**src/rtl/cpu_axi_bridge_pkg.sv**
```systemverilog
// ---- cpu_axi_bridge_pkg : shared encodings and AXI constants for the CPU-to-AXI3 bridge ----
// ---- rev 1.0                                                                              ----
`default_nettype none

package cpu_axi_bridge_pkg;

  typedef enum logic [1:0] {
    R_IDLE = 2'd0,
    R_AR   = 2'd1,
    R_R    = 2'd2
  } rd_state_e;

  typedef enum logic [1:0] {
    W_IDLE = 2'd0,
    W_AW_W = 2'd1,
    W_B    = 2'd2
  } wr_state_e;

  localparam logic [3:0] AXI_ID_INST    = 4'd0;
  localparam logic [3:0] AXI_ID_DATA    = 4'd1;
  localparam logic [1:0] AXI_BURST_INCR = 2'b01;
  localparam logic [2:0] AXI_SIZE_WORD  = 3'd2;

  // CPU size codes 0/1/2 map directly onto AXI byte/half/word sizes.
  function automatic logic [2:0] cpu_to_axsize(input logic [1:0] size);
    return {1'b0, size};
  endfunction

endpackage

`default_nettype wire

```
**src/rtl/cpu_axi_bridge_if.sv**
```systemverilog
// ---- cpu_axi_bridge_if : SRAM-like CPU request bus and AXI3 master bus ----
// ---- rev 1.0                                                          ----
`default_nettype none

interface cpu_if;
  logic        inst_req;
  logic [31:0] inst_addr;
  logic        inst_addr_ok;
  logic        inst_data_ok;
  logic [31:0] inst_rdata;
  logic        data_req;
  logic        data_wr;
  logic [1:0]  data_size;
  logic [31:0] data_addr;
  logic [3:0]  data_wstrb;
  logic [31:0] data_wdata;
  logic        data_addr_ok;
  logic        data_data_ok;
  logic [31:0] data_rdata;

  modport master (
    output inst_req, inst_addr, data_req, data_wr, data_size, data_addr, data_wstrb, data_wdata,
    input  inst_addr_ok, inst_data_ok, inst_rdata, data_addr_ok, data_data_ok, data_rdata
  );
  modport slave (
    input  inst_req, inst_addr, data_req, data_wr, data_size, data_addr, data_wstrb, data_wdata,
    output inst_addr_ok, inst_data_ok, inst_rdata, data_addr_ok, data_data_ok, data_rdata
  );
endinterface

interface axi_if;
  logic [3:0]  arid;
  logic [31:0] araddr;
  logic [3:0]  arlen;
  logic [2:0]  arsize;
  logic [1:0]  arburst;
  logic [1:0]  arlock;
  logic [3:0]  arcache;
  logic [2:0]  arprot;
  logic        arvalid;
  logic        arready;
  logic [3:0]  rid;
  logic [31:0] rdata;
  logic        rvalid;
  logic        rready;
  logic [3:0]  awid;
  logic [31:0] awaddr;
  logic [3:0]  awlen;
  logic [2:0]  awsize;
  logic [1:0]  awburst;
  logic [1:0]  awlock;
  logic [3:0]  awcache;
  logic [2:0]  awprot;
  logic        awvalid;
  logic        awready;
  logic [3:0]  wid;
  logic [31:0] wdata;
  logic [3:0]  wstrb;
  logic        wlast;
  logic        wvalid;
  logic        wready;
  logic        bvalid;
  logic        bready;

  modport master (
    output arid, araddr, arlen, arsize, arburst, arlock, arcache, arprot, arvalid, rready,
           awid, awaddr, awlen, awsize, awburst, awlock, awcache, awprot, awvalid,
           wid, wdata, wstrb, wlast, wvalid, bready,
    input  arready, rid, rdata, rvalid, awready, wready, bvalid
  );
  modport slave (
    input  arid, araddr, arlen, arsize, arburst, arlock, arcache, arprot, arvalid, rready,
           awid, awaddr, awlen, awsize, awburst, awlock, awcache, awprot, awvalid,
           wid, wdata, wstrb, wlast, wvalid, bready,
    output arready, rid, rdata, rvalid, awready, wready, bvalid
  );
endinterface

`default_nettype wire

```
**src/rtl/cpu_axi_bridge.sv**
```systemverilog
// ---- cpu_axi_bridge : inst/data SRAM-like ports to one AXI3 master, 1 read + 1 write outstanding ----
// ---- rev 1.0                                                                                      ----
`default_nettype none

module cpu_axi_bridge
  import cpu_axi_bridge_pkg::*;
#(
  parameter logic [3:0] ID_INST = AXI_ID_INST,
  parameter logic [3:0] ID_DATA = AXI_ID_DATA
) (
  input  logic  clk,
  input  logic  resetn,
  cpu_if.slave  cpu,
  axi_if.master axi
);

  rd_state_e   rd_state_q, rd_state_d;
  logic [3:0]  arid_q, arid_d;
  logic [31:0] araddr_q, araddr_d;
  logic [2:0]  arsize_q, arsize_d;

  wr_state_e   wr_state_q, wr_state_d;
  logic        aw_pend_q, aw_pend_d;
  logic        w_pend_q, w_pend_d;
  logic [31:0] awaddr_q, awaddr_d;
  logic [2:0]  awsize_q, awsize_d;
  logic [31:0] wdata_q, wdata_d;
  logic [3:0]  wstrb_q, wstrb_d;

  logic w_rd_idle, w_wr_idle, w_rd_data_busy, w_inst_raw_hazard;
  logic w_data_rd_acc, w_data_wr_acc, w_inst_rd_acc;

  assign w_rd_idle      = (rd_state_q == R_IDLE);
  assign w_wr_idle      = (wr_state_q == W_IDLE);
  assign w_rd_data_busy = !w_rd_idle && (arid_q == ID_DATA);
  // An inst fetch of a word with a write in flight must wait for B, or it could read stale data.
  assign w_inst_raw_hazard = !w_wr_idle && (cpu.inst_addr[31:2] == awaddr_q[31:2]);

  assign w_data_rd_acc = resetn && cpu.data_req && !cpu.data_wr && w_rd_idle && w_wr_idle;
  assign w_data_wr_acc = resetn && cpu.data_req && cpu.data_wr && w_wr_idle && !w_rd_data_busy;
  assign w_inst_rd_acc = resetn && cpu.inst_req && w_rd_idle && !w_data_rd_acc && !w_inst_raw_hazard;

  always_comb begin
    rd_state_d = rd_state_q;
    arid_d     = arid_q;
    araddr_d   = araddr_q;
    arsize_d   = arsize_q;
    case (rd_state_q)
      R_IDLE: begin
        if (w_data_rd_acc) begin
          rd_state_d = R_AR;
          arid_d     = ID_DATA;
          araddr_d   = cpu.data_addr;
          arsize_d   = cpu_to_axsize(cpu.data_size);
        end else if (w_inst_rd_acc) begin
          rd_state_d = R_AR;
          arid_d     = ID_INST;
          araddr_d   = cpu.inst_addr;
          arsize_d   = AXI_SIZE_WORD;
        end
      end
      R_AR:    if (axi.arready) rd_state_d = R_R;
      R_R:     if (axi.rvalid) rd_state_d = R_IDLE;
      default: rd_state_d = R_IDLE;
    endcase
  end

  always_comb begin
    wr_state_d = wr_state_q;
    aw_pend_d  = aw_pend_q;
    w_pend_d   = w_pend_q;
    awaddr_d   = awaddr_q;
    awsize_d   = awsize_q;
    wdata_d    = wdata_q;
    wstrb_d    = wstrb_q;
    case (wr_state_q)
      W_IDLE: begin
        if (w_data_wr_acc) begin
          wr_state_d = W_AW_W;
          aw_pend_d  = 1'b1;
          w_pend_d   = 1'b1;
          awaddr_d   = cpu.data_addr;
          awsize_d   = cpu_to_axsize(cpu.data_size);
          wdata_d    = cpu.data_wdata;
          wstrb_d    = cpu.data_wstrb;
        end
      end
      W_AW_W: begin
        if (axi.awready) aw_pend_d = 1'b0;
        if (axi.wready)  w_pend_d  = 1'b0;
        if ((!aw_pend_q || axi.awready) && (!w_pend_q || axi.wready)) wr_state_d = W_B;
      end
      W_B:     if (axi.bvalid) wr_state_d = W_IDLE;
      default: wr_state_d = W_IDLE;
    endcase
  end

  always_ff @(posedge clk or negedge resetn) begin
    if (!resetn) begin
      rd_state_q <= R_IDLE;
      arid_q     <= '0;
      araddr_q   <= '0;
      arsize_q   <= '0;
      wr_state_q <= W_IDLE;
      aw_pend_q  <= 1'b0;
      w_pend_q   <= 1'b0;
      awaddr_q   <= '0;
      awsize_q   <= '0;
      wdata_q    <= '0;
      wstrb_q    <= '0;
    end else begin
      rd_state_q <= rd_state_d;
      arid_q     <= arid_d;
      araddr_q   <= araddr_d;
      arsize_q   <= arsize_d;
      wr_state_q <= wr_state_d;
      aw_pend_q  <= aw_pend_d;
      w_pend_q   <= w_pend_d;
      awaddr_q   <= awaddr_d;
      awsize_q   <= awsize_d;
      wdata_q    <= wdata_d;
      wstrb_q    <= wstrb_d;
    end
  end

  assign axi.arid    = arid_q;
  assign axi.araddr  = araddr_q;
  assign axi.arlen   = 4'd0;
  assign axi.arsize  = arsize_q;
  assign axi.arburst = AXI_BURST_INCR;
  assign axi.arlock  = 2'd0;
  assign axi.arcache = 4'd0;
  assign axi.arprot  = 3'd0;
  assign axi.arvalid = (rd_state_q == R_AR);
  assign axi.rready  = (rd_state_q == R_R);

  assign axi.awid    = ID_DATA;
  assign axi.awaddr  = awaddr_q;
  assign axi.awlen   = 4'd0;
  assign axi.awsize  = awsize_q;
  assign axi.awburst = AXI_BURST_INCR;
  assign axi.awlock  = 2'd0;
  assign axi.awcache = 4'd0;
  assign axi.awprot  = 3'd0;
  assign axi.awvalid = aw_pend_q;
  assign axi.wid     = ID_DATA;
  assign axi.wdata   = wdata_q;
  assign axi.wstrb   = wstrb_q;
  assign axi.wlast   = 1'b1;
  assign axi.wvalid  = w_pend_q;
  assign axi.bready  = (wr_state_q == W_B);

  assign cpu.inst_addr_ok = w_inst_rd_acc;
  assign cpu.data_addr_ok = w_data_rd_acc || w_data_wr_acc;
  assign cpu.inst_data_ok = axi.rvalid && axi.rready && (axi.rid == ID_INST);
  assign cpu.data_data_ok = (axi.rvalid && axi.rready && (axi.rid == ID_DATA)) ||
                            (axi.bvalid && axi.bready);
  assign cpu.inst_rdata   = axi.rdata;
  assign cpu.data_rdata   = axi.rdata;

endmodule

`default_nettype wire

```
**src/flat_wrapper.sv**
```systemverilog
// flat-port wrapper written by rule: the top's interface ports become plain ports
module cpu_axi_bridge_flat import cpu_axi_bridge_pkg::*;
#(
  parameter logic [3:0] ID_INST = AXI_ID_INST,
  parameter logic [3:0] ID_DATA = AXI_ID_DATA
)
  (clk, resetn, cpu_inst_req, cpu_inst_addr, cpu_data_req, cpu_data_wr, cpu_data_size, cpu_data_addr, cpu_data_wstrb, cpu_data_wdata, cpu_inst_addr_ok, cpu_inst_data_ok, cpu_inst_rdata, cpu_data_addr_ok, cpu_data_data_ok, cpu_data_rdata, axi_arid, axi_araddr, axi_arlen, axi_arsize, axi_arburst, axi_arlock, axi_arcache, axi_arprot, axi_arvalid, axi_rready, axi_awid, axi_awaddr, axi_awlen, axi_awsize, axi_awburst, axi_awlock, axi_awcache, axi_awprot, axi_awvalid, axi_wid, axi_wdata, axi_wstrb, axi_wlast, axi_wvalid, axi_bready, axi_arready, axi_rid, axi_rdata, axi_rvalid, axi_awready, axi_wready, axi_bvalid);
  cpu_if cpu_i ();
  axi_if axi_i ();
  input  logic clk;
  input  logic resetn;
  input wire logic [$bits(cpu_i.inst_req)-1:0] cpu_inst_req;
  input wire logic [$bits(cpu_i.inst_addr)-1:0] cpu_inst_addr;
  input wire logic [$bits(cpu_i.data_req)-1:0] cpu_data_req;
  input wire logic [$bits(cpu_i.data_wr)-1:0] cpu_data_wr;
  input wire logic [$bits(cpu_i.data_size)-1:0] cpu_data_size;
  input wire logic [$bits(cpu_i.data_addr)-1:0] cpu_data_addr;
  input wire logic [$bits(cpu_i.data_wstrb)-1:0] cpu_data_wstrb;
  input wire logic [$bits(cpu_i.data_wdata)-1:0] cpu_data_wdata;
  output wire logic [$bits(cpu_i.inst_addr_ok)-1:0] cpu_inst_addr_ok;
  output wire logic [$bits(cpu_i.inst_data_ok)-1:0] cpu_inst_data_ok;
  output wire logic [$bits(cpu_i.inst_rdata)-1:0] cpu_inst_rdata;
  output wire logic [$bits(cpu_i.data_addr_ok)-1:0] cpu_data_addr_ok;
  output wire logic [$bits(cpu_i.data_data_ok)-1:0] cpu_data_data_ok;
  output wire logic [$bits(cpu_i.data_rdata)-1:0] cpu_data_rdata;
  output wire logic [$bits(axi_i.arid)-1:0] axi_arid;
  output wire logic [$bits(axi_i.araddr)-1:0] axi_araddr;
  output wire logic [$bits(axi_i.arlen)-1:0] axi_arlen;
  output wire logic [$bits(axi_i.arsize)-1:0] axi_arsize;
  output wire logic [$bits(axi_i.arburst)-1:0] axi_arburst;
  output wire logic [$bits(axi_i.arlock)-1:0] axi_arlock;
  output wire logic [$bits(axi_i.arcache)-1:0] axi_arcache;
  output wire logic [$bits(axi_i.arprot)-1:0] axi_arprot;
  output wire logic [$bits(axi_i.arvalid)-1:0] axi_arvalid;
  output wire logic [$bits(axi_i.rready)-1:0] axi_rready;
  output wire logic [$bits(axi_i.awid)-1:0] axi_awid;
  output wire logic [$bits(axi_i.awaddr)-1:0] axi_awaddr;
  output wire logic [$bits(axi_i.awlen)-1:0] axi_awlen;
  output wire logic [$bits(axi_i.awsize)-1:0] axi_awsize;
  output wire logic [$bits(axi_i.awburst)-1:0] axi_awburst;
  output wire logic [$bits(axi_i.awlock)-1:0] axi_awlock;
  output wire logic [$bits(axi_i.awcache)-1:0] axi_awcache;
  output wire logic [$bits(axi_i.awprot)-1:0] axi_awprot;
  output wire logic [$bits(axi_i.awvalid)-1:0] axi_awvalid;
  output wire logic [$bits(axi_i.wid)-1:0] axi_wid;
  output wire logic [$bits(axi_i.wdata)-1:0] axi_wdata;
  output wire logic [$bits(axi_i.wstrb)-1:0] axi_wstrb;
  output wire logic [$bits(axi_i.wlast)-1:0] axi_wlast;
  output wire logic [$bits(axi_i.wvalid)-1:0] axi_wvalid;
  output wire logic [$bits(axi_i.bready)-1:0] axi_bready;
  input wire logic [$bits(axi_i.arready)-1:0] axi_arready;
  input wire logic [$bits(axi_i.rid)-1:0] axi_rid;
  input wire logic [$bits(axi_i.rdata)-1:0] axi_rdata;
  input wire logic [$bits(axi_i.rvalid)-1:0] axi_rvalid;
  input wire logic [$bits(axi_i.awready)-1:0] axi_awready;
  input wire logic [$bits(axi_i.wready)-1:0] axi_wready;
  input wire logic [$bits(axi_i.bvalid)-1:0] axi_bvalid;
  assign cpu_i.inst_req = cpu_inst_req;
  assign cpu_i.inst_addr = cpu_inst_addr;
  assign cpu_i.data_req = cpu_data_req;
  assign cpu_i.data_wr = cpu_data_wr;
  assign cpu_i.data_size = cpu_data_size;
  assign cpu_i.data_addr = cpu_data_addr;
  assign cpu_i.data_wstrb = cpu_data_wstrb;
  assign cpu_i.data_wdata = cpu_data_wdata;
  assign cpu_inst_addr_ok = cpu_i.inst_addr_ok;
  assign cpu_inst_data_ok = cpu_i.inst_data_ok;
  assign cpu_inst_rdata = cpu_i.inst_rdata;
  assign cpu_data_addr_ok = cpu_i.data_addr_ok;
  assign cpu_data_data_ok = cpu_i.data_data_ok;
  assign cpu_data_rdata = cpu_i.data_rdata;
  assign axi_arid = axi_i.arid;
  assign axi_araddr = axi_i.araddr;
  assign axi_arlen = axi_i.arlen;
  assign axi_arsize = axi_i.arsize;
  assign axi_arburst = axi_i.arburst;
  assign axi_arlock = axi_i.arlock;
  assign axi_arcache = axi_i.arcache;
  assign axi_arprot = axi_i.arprot;
  assign axi_arvalid = axi_i.arvalid;
  assign axi_rready = axi_i.rready;
  assign axi_awid = axi_i.awid;
  assign axi_awaddr = axi_i.awaddr;
  assign axi_awlen = axi_i.awlen;
  assign axi_awsize = axi_i.awsize;
  assign axi_awburst = axi_i.awburst;
  assign axi_awlock = axi_i.awlock;
  assign axi_awcache = axi_i.awcache;
  assign axi_awprot = axi_i.awprot;
  assign axi_awvalid = axi_i.awvalid;
  assign axi_wid = axi_i.wid;
  assign axi_wdata = axi_i.wdata;
  assign axi_wstrb = axi_i.wstrb;
  assign axi_wlast = axi_i.wlast;
  assign axi_wvalid = axi_i.wvalid;
  assign axi_bready = axi_i.bready;
  assign axi_i.arready = axi_arready;
  assign axi_i.rid = axi_rid;
  assign axi_i.rdata = axi_rdata;
  assign axi_i.rvalid = axi_rvalid;
  assign axi_i.awready = axi_awready;
  assign axi_i.wready = axi_wready;
  assign axi_i.bvalid = axi_bvalid;
  cpu_axi_bridge #(.ID_INST(ID_INST), .ID_DATA(ID_DATA)) u_core (.clk(clk), .resetn(resetn), .cpu(cpu_i), .axi(axi_i));
endmodule
```
**config.mk**
```make
export PLATFORM = sky130hd
export DESIGN_NAME = cpu_axi_bridge_flat
export DESIGN_NICKNAME = d
export VERILOG_FILES = /design/src/rtl/cpu_axi_bridge_pkg.sv /design/src/rtl/cpu_axi_bridge_if.sv /design/src/rtl/cpu_axi_bridge.sv /design/src/flat_wrapper.sv
export SDC_FILE = /design/constraint.sdc
export NUM_CORES = 1
export LEC_CHECK = 0
export ABC_AREA = 1
export CELL_PAD_IN_SITES_DETAIL_PLACEMENT = 0
export CELL_PAD_IN_SITES_GLOBAL_PLACEMENT = 1
export CORE_ASPECT_RATIO = 0.8
export CORE_MARGIN = 2
export CORE_UTILIZATION = 23
export DETAILED_ROUTE_END_ITERATION = 10
export MAX_ROUTING_LAYER = met4
export PLACE_DENSITY_LB_ADDON = 0.2
export SYNTH_ARGS = -nofsm -noshare
export SYNTH_HDL_FRONTEND = slang
export SYNTH_SLANG_ARGS = --single-unit
```
**constraint.sdc**
```tcl
create_clock -name clk -period 1.6 [get_ports clk]
set_input_delay 0.32 -clock clk [delete_from_list [all_inputs] [get_ports clk]]
set_output_delay 0.32 -clock clk [all_outputs]
set_load 0.02 [all_outputs]
```
==> impl_metrics.py <==
metrics = {
    "worst_setup_path": {
        "crit_fanout": 2,
        "crit_type": "primary input to output port",
        "required_ns": 1.28,
        "r2r_setup_slack_ns": -0.38,
        "timing.rr.end": "u_core.axi.araddr[22]",
        "r2r_start": "u_core.axi.awaddr[31]",
        "start_kind": "primary input",
        "startpoint": "cpu_inst_addr[10]",
        "worst_ep_arrival_time_ns": 1.75,
        "cp-end-kind": "output port",
        "worstRegToRegCells": 14,
        "endpoint": "cpu_inst_addr_ok",
    },
    "route": {
        "drc_errors": 0,
        "wl_met2_um": 9590,
        "met1Wirelength_um": 9890,
        "postRouteAntennaNets": 0,
        "drt_iter0_markers": 253,
        "routed_wl_um": 21600,
        "avgRoutedWirePerCell_um": 15.9,
        "dr.pass1.iters": 4,
        "drt-vias-per-instance": 3.98,
        "routed.top_layer": "met4",
        "vias": 5414,
        "wl_met3_um": 1930,
    },
    "placement": {
        "placed_cells": 1309,
        "io_buffer_count": 229,
        "hpwlAfterDp_um": 13500,
        "gp_congestion": 0.727,
    },
    "sta": {
        "slew_violations": 0,
        "worst_slack_ns": -0.467,
        "worst_slew_pin_slew_ns": 0.669,
        "relSlewSlack_pct": 55.4,
        "setup_viol": 113,
        "fin_crit_ns": 2.07,
        "rsz0062_at_grt": "true",
        "fmax_ghz": 0.484,
        "hold_slack_ns": 0.158,
        "fin_skew_ns": 0.0163,
        "post-route-period-util_pct": 129,
        "hold_violations": 0,
    },
    "synth": {
        "synth_cells": 763,
        "yosys.cell_types.count": 23,
        "yosysWarningCount": 0,
        "synth.area.top_cells": "dfrtp_1, nand2_1, buf_4",
        "muxShareOfSynthArea_pct": 6.76,
        "synth_top_family_by_area": "buffers and inverters",
        "netlist.area_leader.share_pct": 45.1,
        "synth_compound_area_share_pct": 6.11,
        "yosysTopAreaCell": "dfrtp_1",
        "syn-cell-area_um2": 6160,
        "yosysSeqAreaShare_pct": 45.1,
        "ys_ff_latch": 111,
        "yosys.area_share.simple_pct": 19.2,
        "syn_area_per_cell_um2": 8.07,
        "synthAdderAreaFrac_pct": 0,
        "synthXorXnorAreaFrac_pct": 0.995,
    },
    "status": {
        "status": "finished with violations",
        "violations": "negative setup slack",
    },
    "clock_tree": {
        "htree_levels": 3,
        "cts_root_buffer": "clkbuf_16",
        "ctsLongestPathBuffers": 2,
        "cts_buffers": 9,
        "cts_tree": "yes",
        "cts_sinks": 111,
        "clk_latency_ns": 0.37,
        "path_clk_slew_ns": 0.08,
    },
    "power_and_ir_drop": {
        "peakVddDrop_v": 0.000806,
        "pwr_density_cell_nw_per_um2": 1710,
        "power_mw": 16.8,
        "leakage_nw": 5.11,
    },
    "die": {
        "rows": 53,
        "ios": 370,
        "core_um2": 26300,
        "die_h_um": 150,
        "die_width_um": 187,
        "initial_core_util_pct": 23.4,
        "dieArea_um2": 28100,
    },
    "global_route": {
        "grt_max_degree": 112,
        "grtUsageTotal_pct": 15.7,
        "grt_pass1_wl_um": 32000,
        "antenna_found_initial": 1,
        "overflow": 0,
        "grt_pass1_vias": 5358,
    },
    "cells_and_area": {
        "areaGrowthSynthToFinish_pct": 59.4,
        "instances_no_fill": 1359,
        "layout.nets": 1144,
        "layout-drive-gt1-share_pct": 25.1,
    },
    "min_path": {
        "min_path_type": "primary input to async pin",
    },
    "run": {
        "max_cap_viol_count": 0,
    },
}
-- layout make-up --
| class | instances | area, um2 |
|---|---|---|
| diodes | 1 | 2.50 |
| clock inverters | 6 | 51.3 |
| inverters | 102 | 383 |
| repair buffers | 316 | 3330 |
| flip-flops and latches | 111 | 2780 |
| fillers | 2810 | 16500 |
| well taps | 357 | 447 |
| clock buffers | 10 | 229 |
| multi-input cells | 456 | 2600 |
-- metal layers --
metal	up-vias	global-route usage [%]
met1	2528	20.1
li1	2662	-
met3	15	6.48
met5	-	-
met4	0	3.17
met2	209	23.5
-- cell families (layout without fill, tap and decap cells) --
family / Yosys count / after routing
buffers and inverters: 238 / 434
AOI/OAI and AO/OA: 73 / 73
xor gates and xnor gates: 7 / 7
muxes: 37 / 37
other: 2 / 45
DFF: 111 / 111
and+or+nand+nor: 295 / 295
-- report_power, final --
| group | switching (mW) | internal [mW] |
|---|---|---|
| clock | 1.19 | 1.09 |
| sequential | 0.845 | 4.18 |
| combinational | 5.08 | 4.36 |
| total | 7.12 | 9.63 |
-- worst min-delay path by stage --
| stage | start | to | slack (ns) | cells past startpoint |
|---|---|---|---|---|
| CTS | resetn | u_core.axi.awsize[1] | 0.20 | 3 |
| global route | resetn | u_core.wr_state_q[1] | 0.20 | 3 |
| detailed placement | u_core.axi.awaddr[1] | u_core.axi.awaddr[1] | 0.48 | 2 |
| floorplan | resetn | u_core.axi.araddr[0] | 0.02 | 0 |
| finish | resetn | u_core.wr_state_q[1] | 0.16 | 3 |
| global placement | u_core.axi.awsize[0] | u_core.axi.awsize[0] | 0.47 | 2 |
-- critical path, stage by stage --
cell	delay (ns)
clkdlybuf4s50_1	0.53
xnor2_2	0.13
nand2_1	0.11
nor2_4	0.15
nand2_2	0.07
nor2_2	0.11
nand2_2	0.08
nand2_4	0.07
inv_2	0.04
buf_6	0.12
-- layout by cell type, fill, tap and decap left out, types with 3 or more instances in the layout --
master and instances:
mux2_2 37, nor2_2 8, nor2_4 4, dlymetal6s2s_1 6, buf_16 10, nand2_2 27
nand3_1 35, conb_1 44, buf_12 17, dfrtp_1 108, nand2_1 185, nand2_4 16
dlygate4sd2_1 95, inv_6 4, buf_4 51, nor2_1 13, buf_6 16, clkdlybuf4s50_1 103
inv_1 98, clkdlybuf4s15_1 13, o21ai_1 5, o21ai_0 35, xnor2_1 6, o21ai_2 29
dfrtp_2 3, clkbuf_16 12, inv_2 4
-- repair_timing --
action                     CTS  global route
hold buffers                 0             0
cloned                      12             3
setup endpoints to repair  211           124
buffers inserted            13            14
gates resized for setup    276            90
pin swaps                   16            17
-- through the flow --
| step | util (%) | area [um2] | worst slack, ns | setup TNS (ns) |
|---|---|---|---|---|
| finish | 37.3 | 9820 | -0.467 | -23.43 |
| global route | 37.3 | 9820 | -0.590 | -32.13 |
| CTS | 36.0 | 9470 | -0.508 | -27.16 |
| detailed placement | 32.7 | 8600 | -1.09 | -74.12 |
| global placement | 32.7 | 8600 | -1.10 | -73.23 |
| floorplan | - | 6330 | -0.0774 | -0.0774 |
-- registers in the layout, indices dropped and copies added (netlist names) --
signal,flops
u_core.axi.wdata,32
u_core.rd_state_q,2
u_core.axi.awvalid,1
u_core.wr_state_q,2
u_core.axi.wstrb,4
u_core.axi.arid,1
u_core.axi.wvalid,1
u_core.axi.awaddr,32
u_core.axi.awsize,2
u_core.axi.araddr,32
u_core.axi.arsize,2
-- synthesized netlist by cell type --
master / number
nand4_1: 1
nand3_1: 36
nand2_2: 1
nor2_1: 25
mux2_2: 37
o2bb2ai_1: 1
buf_2: 13
clkbuf_1: 12
o21ai_0: 70
xnor2_1: 7
nand2_4: 1
buf_4: 108
or2_2: 1
dfrtp_1: 111
nor3_2: 1
nand3b_2: 1
nor3_1: 2
o211ai_2: 1
nand2_1: 226
inv_1: 102
conb_1: 2
buf_6: 3
a21oi_1: 1
(Power assumes the default switching activity.)
